File: src/rtl/usr_pkg.sv
// Shared definitions for the universal shift register: op codes, FSM encoding, op width.
// Pure declarations; no latency or backpressure of its own.
package usr_pkg;

    localparam int OP_W = 3;

    typedef logic [OP_W-1:0] op_t;

    localparam op_t OP_NOP   = 3'd0;
    localparam op_t OP_LOAD  = 3'd1;
    localparam op_t OP_SHL   = 3'd2;
    localparam op_t OP_SHR   = 3'd3;
    localparam op_t OP_ROL   = 3'd4;
    localparam op_t OP_ROR   = 3'd5;
    localparam op_t OP_ASR   = 3'd6;
    localparam op_t OP_CLEAR = 3'd7;

    typedef enum logic [1:0] {
        ST_IDLE  = 2'd0,
        ST_SHIFT = 2'd1,
        ST_DONE  = 2'd2
    } state_t;

    // Ops that take a step count and walk through SHIFT.
    function automatic logic is_step_op(op_t op);
        return (op >= OP_SHL) && (op <= OP_ASR);
    endfunction

endpackage

File: src/rtl/usr_shift_step.sv
// Single-step shift/rotate datapath; op 6 is ASR only when USR_ARITH_SHIFT_EN is defined.
// Latency: combinational. Backpressure: none.
module usr_shift_step
    import usr_pkg::*;
#(
    parameter int WIDTH = 8
) (
    input  logic [WIDTH-1:0] d,
    input  op_t              op,
    input  logic             ser_in_l,
    input  logic             ser_in_r,
    output logic [WIDTH-1:0] d_nxt,
    output logic             dep_bit
);

    always_comb begin
        d_nxt   = d;
        dep_bit = 1'b0;
        case (op)
            OP_SHL: begin
                d_nxt   = {d[WIDTH-2:0], ser_in_l};
                dep_bit = d[WIDTH-1];
            end
            OP_SHR: begin
                d_nxt   = {ser_in_r, d[WIDTH-1:1]};
                dep_bit = d[0];
            end
            OP_ROL: begin
                d_nxt   = {d[WIDTH-2:0], d[WIDTH-1]};
                dep_bit = d[WIDTH-1];
            end
            OP_ROR: begin
                d_nxt   = {d[0], d[WIDTH-1:1]};
                dep_bit = d[0];
            end
`ifdef USR_ARITH_SHIFT_EN
            OP_ASR: begin
                d_nxt   = {d[WIDTH-1], d[WIDTH-1:1]};
                dep_bit = d[0];
            end
`else
            OP_ASR: begin
                d_nxt   = {ser_in_r, d[WIDTH-1:1]};
                dep_bit = d[0];
            end
`endif
            default: begin
                d_nxt   = d;
                dep_bit = 1'b0;
            end
        endcase
    end

endmodule

File: src/rtl/universal_shift_register_p.sv
// Command-driven WIDTH-bit shift register (load/clear/shift/rotate/ASR via USR_ARITH_SHIFT_EN).
// Latency: 1-cycle ops busy 1 cycle, N-step ops busy N+1 cycles. Commands only taken in IDLE; never queued.
module universal_shift_register_p
    import usr_pkg::*;
#(
    parameter int WIDTH = 8,
    parameter int CNT_W = 4
) (
    input  logic             clk,
    input  logic             reset_n,
    input  logic             cmd_valid,
    output logic             cmd_ready,
    input  logic [OP_W-1:0]  cmd_op,
    input  logic [CNT_W-1:0] cmd_count,
    input  logic [WIDTH-1:0] load_data,
    input  logic             ser_in_l,
    input  logic             ser_in_r,
    output logic [WIDTH-1:0] data_out,
    output logic             ser_out,
    output logic             ser_out_valid,
    output logic             busy,
    output logic             done
);

    state_t           state_q, state_d;
    logic [WIDTH-1:0] data_q, data_d;
    logic [CNT_W-1:0] cnt_q, cnt_d;
    op_t              op_q, op_d;
    logic             ser_out_q, ser_out_d;
    logic             ser_vld_q, ser_vld_d;

    logic [WIDTH-1:0] step_d;
    logic             step_bit;
    logic             accept;

    usr_shift_step #(.WIDTH(WIDTH)) u_step (
        .d        (data_q),
        .op       (op_q),
        .ser_in_l (ser_in_l),
        .ser_in_r (ser_in_r),
        .d_nxt    (step_d),
        .dep_bit  (step_bit)
    );

    assign accept = cmd_valid && (state_q == ST_IDLE);

    always_ff @(posedge clk or negedge reset_n) begin
        if (!reset_n) begin
            state_q   <= ST_IDLE;
            data_q    <= '0;
            cnt_q     <= '0;
            op_q      <= OP_NOP;
            ser_out_q <= 1'b0;
            ser_vld_q <= 1'b0;
        end else begin
            state_q   <= state_d;
            data_q    <= data_d;
            cnt_q     <= cnt_d;
            op_q      <= op_d;
            ser_out_q <= ser_out_d;
            ser_vld_q <= ser_vld_d;
        end
    end

    always_comb begin
        state_d   = state_q;
        data_d    = data_q;
        cnt_d     = cnt_q;
        op_d      = op_q;
        ser_out_d = ser_out_q;
        ser_vld_d = 1'b0;
        case (state_q)
            ST_IDLE: begin
                if (accept) begin
                    state_d = ST_DONE;
                    if (cmd_op == OP_LOAD) begin
                        data_d = load_data;
                    end else if (cmd_op == OP_CLEAR) begin
                        data_d = '0;
                    end else if (is_step_op(cmd_op) && (cmd_count != '0)) begin
                        op_d    = cmd_op;
                        cnt_d   = cmd_count;
                        state_d = ST_SHIFT;
                    end
                end
            end
            ST_SHIFT: begin
                data_d    = step_d;
                ser_out_d = step_bit;
                ser_vld_d = 1'b1;
                cnt_d     = cnt_q - CNT_W'(1);
                // The edge performing the final step also moves to DONE.
                if (cnt_q == CNT_W'(1)) begin
                    state_d = ST_DONE;
                end
            end
            ST_DONE: begin
                state_d = ST_IDLE;
            end
            default: begin
                state_d = ST_IDLE;
            end
        endcase
    end

    always_comb begin
        cmd_ready     = (state_q == ST_IDLE);
        busy          = (state_q != ST_IDLE);
        done          = (state_q == ST_DONE);
        data_out      = data_q;
        ser_out       = ser_out_q;
        ser_out_valid = ser_vld_q;
    end

endmodule

File: config.mk
export PLATFORM = sky130hd
export DESIGN_NAME = universal_shift_register_p
export DESIGN_NICKNAME = d
export VERILOG_FILES = /design/src/rtl/usr_pkg.sv /design/src/rtl/usr_shift_step.sv /design/src/rtl/universal_shift_register_p.sv
export SDC_FILE = /design/constraint.sdc
export NUM_CORES = 1
export LEC_CHECK = 0
export CAP_MARGIN = 20
export CORE_UTILIZATION = 53
export DETAILED_ROUTE_END_ITERATION = 7
export PLACE_DENSITY = 0.85
export SYNTH_ARGS = -nofsm -noshare
export SYNTH_HDL_FRONTEND = slang
export SYNTH_HIERARCHICAL = 1
export SYNTH_SLANG_ARGS = --single-unit
File: constraint.sdc
create_clock -name clk -period 2.4 [get_ports clk]
set_input_delay 0.48 -clock clk [delete_from_list [all_inputs] [get_ports clk]]
set_output_delay 0.48 -clock clk [all_outputs]
set_load 0.05 [all_outputs]
; Word level (Yosys, flattened, before mapping)
; Cells that the tools add are included.
[word_totals]
ff_bits = 19
input_bits = 20
output_inout_bits = 13
elab_cells = 60
[op_classes]
n_addsub = 1
magnitude_cmp = 2
eq_ne = 17
muxes = 18
n_bitwise = 2
reduce_logical = 14
[ops]
columns = op, count
row1 = one-hot mux 8 bit (4 select lines), 1
row2 = 2-to-1 mux 8 bit, 3
row3 = 2-to-1 mux 4 bit, 4
row4 = one-hot mux 8 bit (2 select lines), 1
row5 = "equality test 3 bit, second input constant", 4
row6 = 2-to-1 mux 2 bit, 5
row7 = AND reduction 5 bit, 2
row8 = one-hot mux 4 bit (2 select lines), 1
row9 = "equality test 3 x 2 -> 1 bit, second input constant", 2
row10 = "inequality test 2 bit, second input constant", 3
row11 = "inequality test 5 x 2 -> 1 bit, second input constant", 1
row12 = "equality test 4 x 1 -> 1 bit, second input constant", 1
row13 = "inequality test 2 x 1 -> 1 bit, second input constant", 2
row14 = one-hot mux 2 bit (2 select lines), 1
row15 = AND reduction 4 bit, 1
row16 = nonzero test 2 bit, 2
row17 = nonzero test 4 bit, 1
row18 = OR reduction 2 bit, 2
row19 = "subtractor 4 x 1 -> 4 bit, second input constant", 1
row20 = "equality test 3 x 1 -> 1 bit, second input constant", 1
row21 = "greater-or-equal comparator 3 x 2 -> 1 bit, second input constant", 1
row22 = "less-or-equal comparator 3 bit, second input constant", 1
row23 = logical AND 1 bit, 3
row24 = "inequality test 3 x 1 -> 1 bit, second input constant", 1
row25 = 8 further kinds, 9

; Depth between registers and ports, before layout
[logic_depth]
ltp_word = 8
ltp_mapped = 7
depth_no_buf = 6

; By module
; The synthesis kept the hierarchy.
[by_module_without_submodules]
columns = mod, n_inst, cells_each, area_each_um2, seq_area_each_um2
row1 = universal_shift_register_p, 1, 97, 973.4, 475.5
row2 = usr_shift_step, 1, 50, 381.6, 0.0

; Least setup slack after synthesis
; OpenSTA, ideal clock, no wires.
[synth_timing]
path_type = reg-to-output
from = register state_q[1]
to = output busy
arrival_ns = 1.896
required_time_ns = 1.920
slack_ns = 0.024
path_stages_with_launch = 4
n_path_buf = 1
path_cell_list = dfrtp_1 -> buf_2 -> nor2_1 -> inv_1
[synth_between]
elab_chain_cells = 1
[synth_rtl]
columns = element, line_no
row1 = "start, declared", universal_shift_register_p.sv:25  ; state_t state_q, state_d;
row2 = "start signal, assigned", universal_shift_register_p.sv:56  ; state_q <= state_d;
row3 = nonzero test 2 bit, universal_shift_register_p.sv:108  ; busy = (state_q != ST_IDLE);
row4 = "end, declared", universal_shift_register_p.sv:21  ; output logic busy,
; No other way between the ends.

; Final worst setup path
[layout_timing]
from = register state_q[0]
to = output busy
; Same word-level chain as after synthesis.

==> implementation parameters <==
Parameter                              Value

Power
  Cell Pwr Density ... 1412 mW/mm^2
  Static Leak ... 0.0007347 uW
  Worst IR drop on VDD ... 0.001100 V

Yosys
  Most repeated cell in the gate-level netlist after synthesis ... dfrtp_1
  Count of different cell masters after synthesis ... 49
  Most area-hungry cell type in the Yosys netlist ... dfrtp_1
  Adder and majority gate portion of the synthesized area ... 1.847%
  Average instance area after synthesis ... 9.218 um^2
  Yosys synthesis warning count ... 6
  Proportion of synthesized chip area in sequential cells ... 35.09%
  Post-Synthesis Cell Area ... about 0.0014 mm^2
  Top FF cell, synth ... dfrtp_1
  Simple-gate share of the synthesized area ... between 10% and 20%
  Post-synthesis share of cell area spent on xor and xnor gates ... 1.847%
  Top cells by count, synth ... dfrtp_1, mux2i_1, nand2_1, a22oi_1
  Yosys top cell area share ... 35.09%
  Register bit count reported by yosys ... 19
  Synthesized net count ... around 170
  Mux share of post-synthesis cell area ... 13.76%
  Number of synthesized flops with an enable pin ... 0
  Cells after synthesis ... 147
  Largest cells by area after synthesis ... dfrtp_1, mux2i_1, a22oi_1
  Async SR Flop Fraction ... 100.0%
  Main combinational cell family by area after synthesis ... compound AO/OA/AOI/OAI gates
  Compound-Gate Fraction of Synth Area ... about 25%

Worst setup path
  Type of origin of the critical path ... flip-flop
  Kind of capture point of the worst setup path ... output port
  Critical Path RT ... 1920 ps
  Crit-path leading delay family ... buffers and inverters
  Slowest stage delay, CP ... 790 ps
  Worst setup path class ... reg2out
  Worst Path Arrival ... between 1500 and 2000 ps
  Depth of the critical timing path with buffers and inverters included ... 3
  WP buf/inv ... 2
  CP Max Fanout ... 12
  Highest-delay cell along the critical path ... clkdlybuf4s50_1
  Cell breakdown of the critical path ... nor2_1 > inv_1 > clkdlybuf4s50_1
  Depth of the most critical reg-to-reg path ... 5

Route
  Starting DRC count in detailed routing ... 49
  Overall via count from detail_route ... 1307
  Avg Vias per Cell ... 6.314
  Detailed Route WL ... 3117 um
  DRC violation count after routing ... 0
  Count of nets left with antenna violations after detail routing ... 0
  Post-detailed-route wirelength per cell ... 15.06 um
  Drt first pass iters ... 4

Cells and area
  Count of inserted antenna diode cells ... 0
  Count of fill cells added during filler insertion ... 172
  Fin nets ... 202
  Util after Layout ... 74.37%
  Area delta synth->final ... 27.24%
  Share of layout cells above drive strength 1 ... 7.821%
  Reg area ... 475.5 um^2
  Area of the multi-input gates ... 799.5 um^2

Global route
  Total routing usage reported by global routing ... 24.36%
  Largest net degree at the start of global routing ... 21
  Vias in the first global route ... 1140
  Grt total ovfl ... 0
  First-pass GRT wire length ... 4968 um
  Antenna violations before repair ... 0

Clock network
  Number of post-CTS setup repair buffers ... 0
  Later-pin clock latency in the skew report ... 290 ps
  Buffer type at the clock tree root ... clkbuf_4
  Hold-fix buffers, CTS ... 0
  Clock slew seen by the registers of the worst setup and hold paths ... about 100 ps
  Number of sinks on the clock net ... 19
  H-Tree Depth ... 1
  TritonCTS clock tree ... done
  Clock Path Buffers ... 2
  Total clock buffers created by CTS ... 3

Timing
  Setup repair after global routing missed its margin ... no
  Number of pins exceeding their max-slew limit in the final report ... 0
  Sum of negative setup slack ... 0 ps
  Worst clock skew ... 1.748 ps
  Final clock period utilization by the worst path ... 95.17%
  Endpoints failing setup ... 0
  Remaining max-slew budget at the tightest pin ... ~50%
  Max Clock Freq ... around 440 MHz
  Final critical-path required period ... 2284 ps
  Final hold violation count ... 0
  Transition time of the tightest slew-check pin ... approximately 740 ps

Placement
  Half-perimeter wire length of the detailed placement result ... 2295 um
  Global placer's final weighted congestion ... roughly 0.83
  Count of input and output buffers ... 32

Run status
  Run status ... complete, no violations

Job
  # Max-Cap Violations ... 0

Floorplan
  Die outline width ... ~53 um
  Std cell rows ... 17
  Die H ... about 53 um
  Number of top-level pins ... 33
  Area of the die ... 0.002763 mm^2
  Standard cell core area ... 0.002318 mm^2
  Initial cell density of the core ... approximately 58%

Worst hold path
  Worst min-delay path class ... in2async
-- cell families after synthesis --
kind of cell,Yosys count
compound gates,45
simple gates,44
flops,19
mux,18
buf+inv,17
xor+xnor,2
fa+ha+maj,2
-- stage by stage --
| stage | hold WS [ps] | worst slack (ps) | total power [uW] | instance area, um^2 | cells |
|---|---|---|---|---|---|
| after floorplan | 184.4 | 24.24 | 1845 | 1355 | 147 |
| final | 511.9 | 115.8 | 2435 | 1724 | 207 |
| after CTS | 514.6 | 49.54 | 2429 | 1722 | 207 |
| after detailed placement | 494.1 | 134.2 | 2268 | 1695 | 203 |
| after global routing | 536.4 | 14.19 | 2595 | 1724 | 207 |
| after global placement | 492.7 | 221.2 | 2221 | 1695 | 203 |
-- state kept, by name, summed over array words and instances (netlist names) --
signal         cells
state_q            2
op_q               3
ser_out            1
ser_out_valid      1
data_out           8
cnt_q              4
-- repair_timing --
item	4_1_cts	5_1_grt
setup endpoints to repair	0	1
endpoints found under the hold margin	0	0
resized for setup	0	1
-- per-layer routing --
layer	wire length (um)	part of all wire, %	global-route usage, %	up-vias
li1	-	-	-	614
met1	1302	42	30.09	636
met2	1581	51	43.04	53
met3	211	6.8	4.058	4
met4	21	0.67	7.018	0
met5	0	0	0	-
-- path summary, 6_finish.rpt --
path	startpoint	slack, ps	end
worst max register to register	op_q[1]	450	data_out[0]
worst min register to register	ser_out	520	ser_out
min in group clk	ser_out	520	ser_out
max in group asynchronous	reset_n	1680	cnt_q[3]
worst max-delay path	state_q[0]	120	busy
worst min-delay path	reset_n	510	state_q[0]
-- cell usage in the layout (no fill, tap or decap), types with 3 or more instances in the layout --
cell	instances
clkbuf_4	3
o311ai_0	3
a22oi_1	11
inv_1	8
buf_4	6
dfrtp_1	19
nor2_1	10
nand3_1	5
mux2_1	3
nand2b_1	3
clkdlybuf4s50_1	30
o21ai_0	10
mux2i_1	13
nand2_1	12
-- final cells by class --
type	instances	share of cell area [%]
Clock buffer	4	1.524
Inverter	8	1.742
Tap cell	28	2.032
Multi-Input combinational cell	111	46.37
Sequential cell	19	27.58
Timing Repair Buffer	37	20.75
-- power breakdown --
| group | switching, uW | internal, uW | total [uW] |
|---|---|---|---|
| registers | 312 | 462 | 774 |
| clock network | 94.6 | 64.5 | 159 |
| logic | 851 | 651 | 1500 |
| total | 1260 | 1180 | 2430 |
No activity file was read; power rests on OpenSTA's default activity.
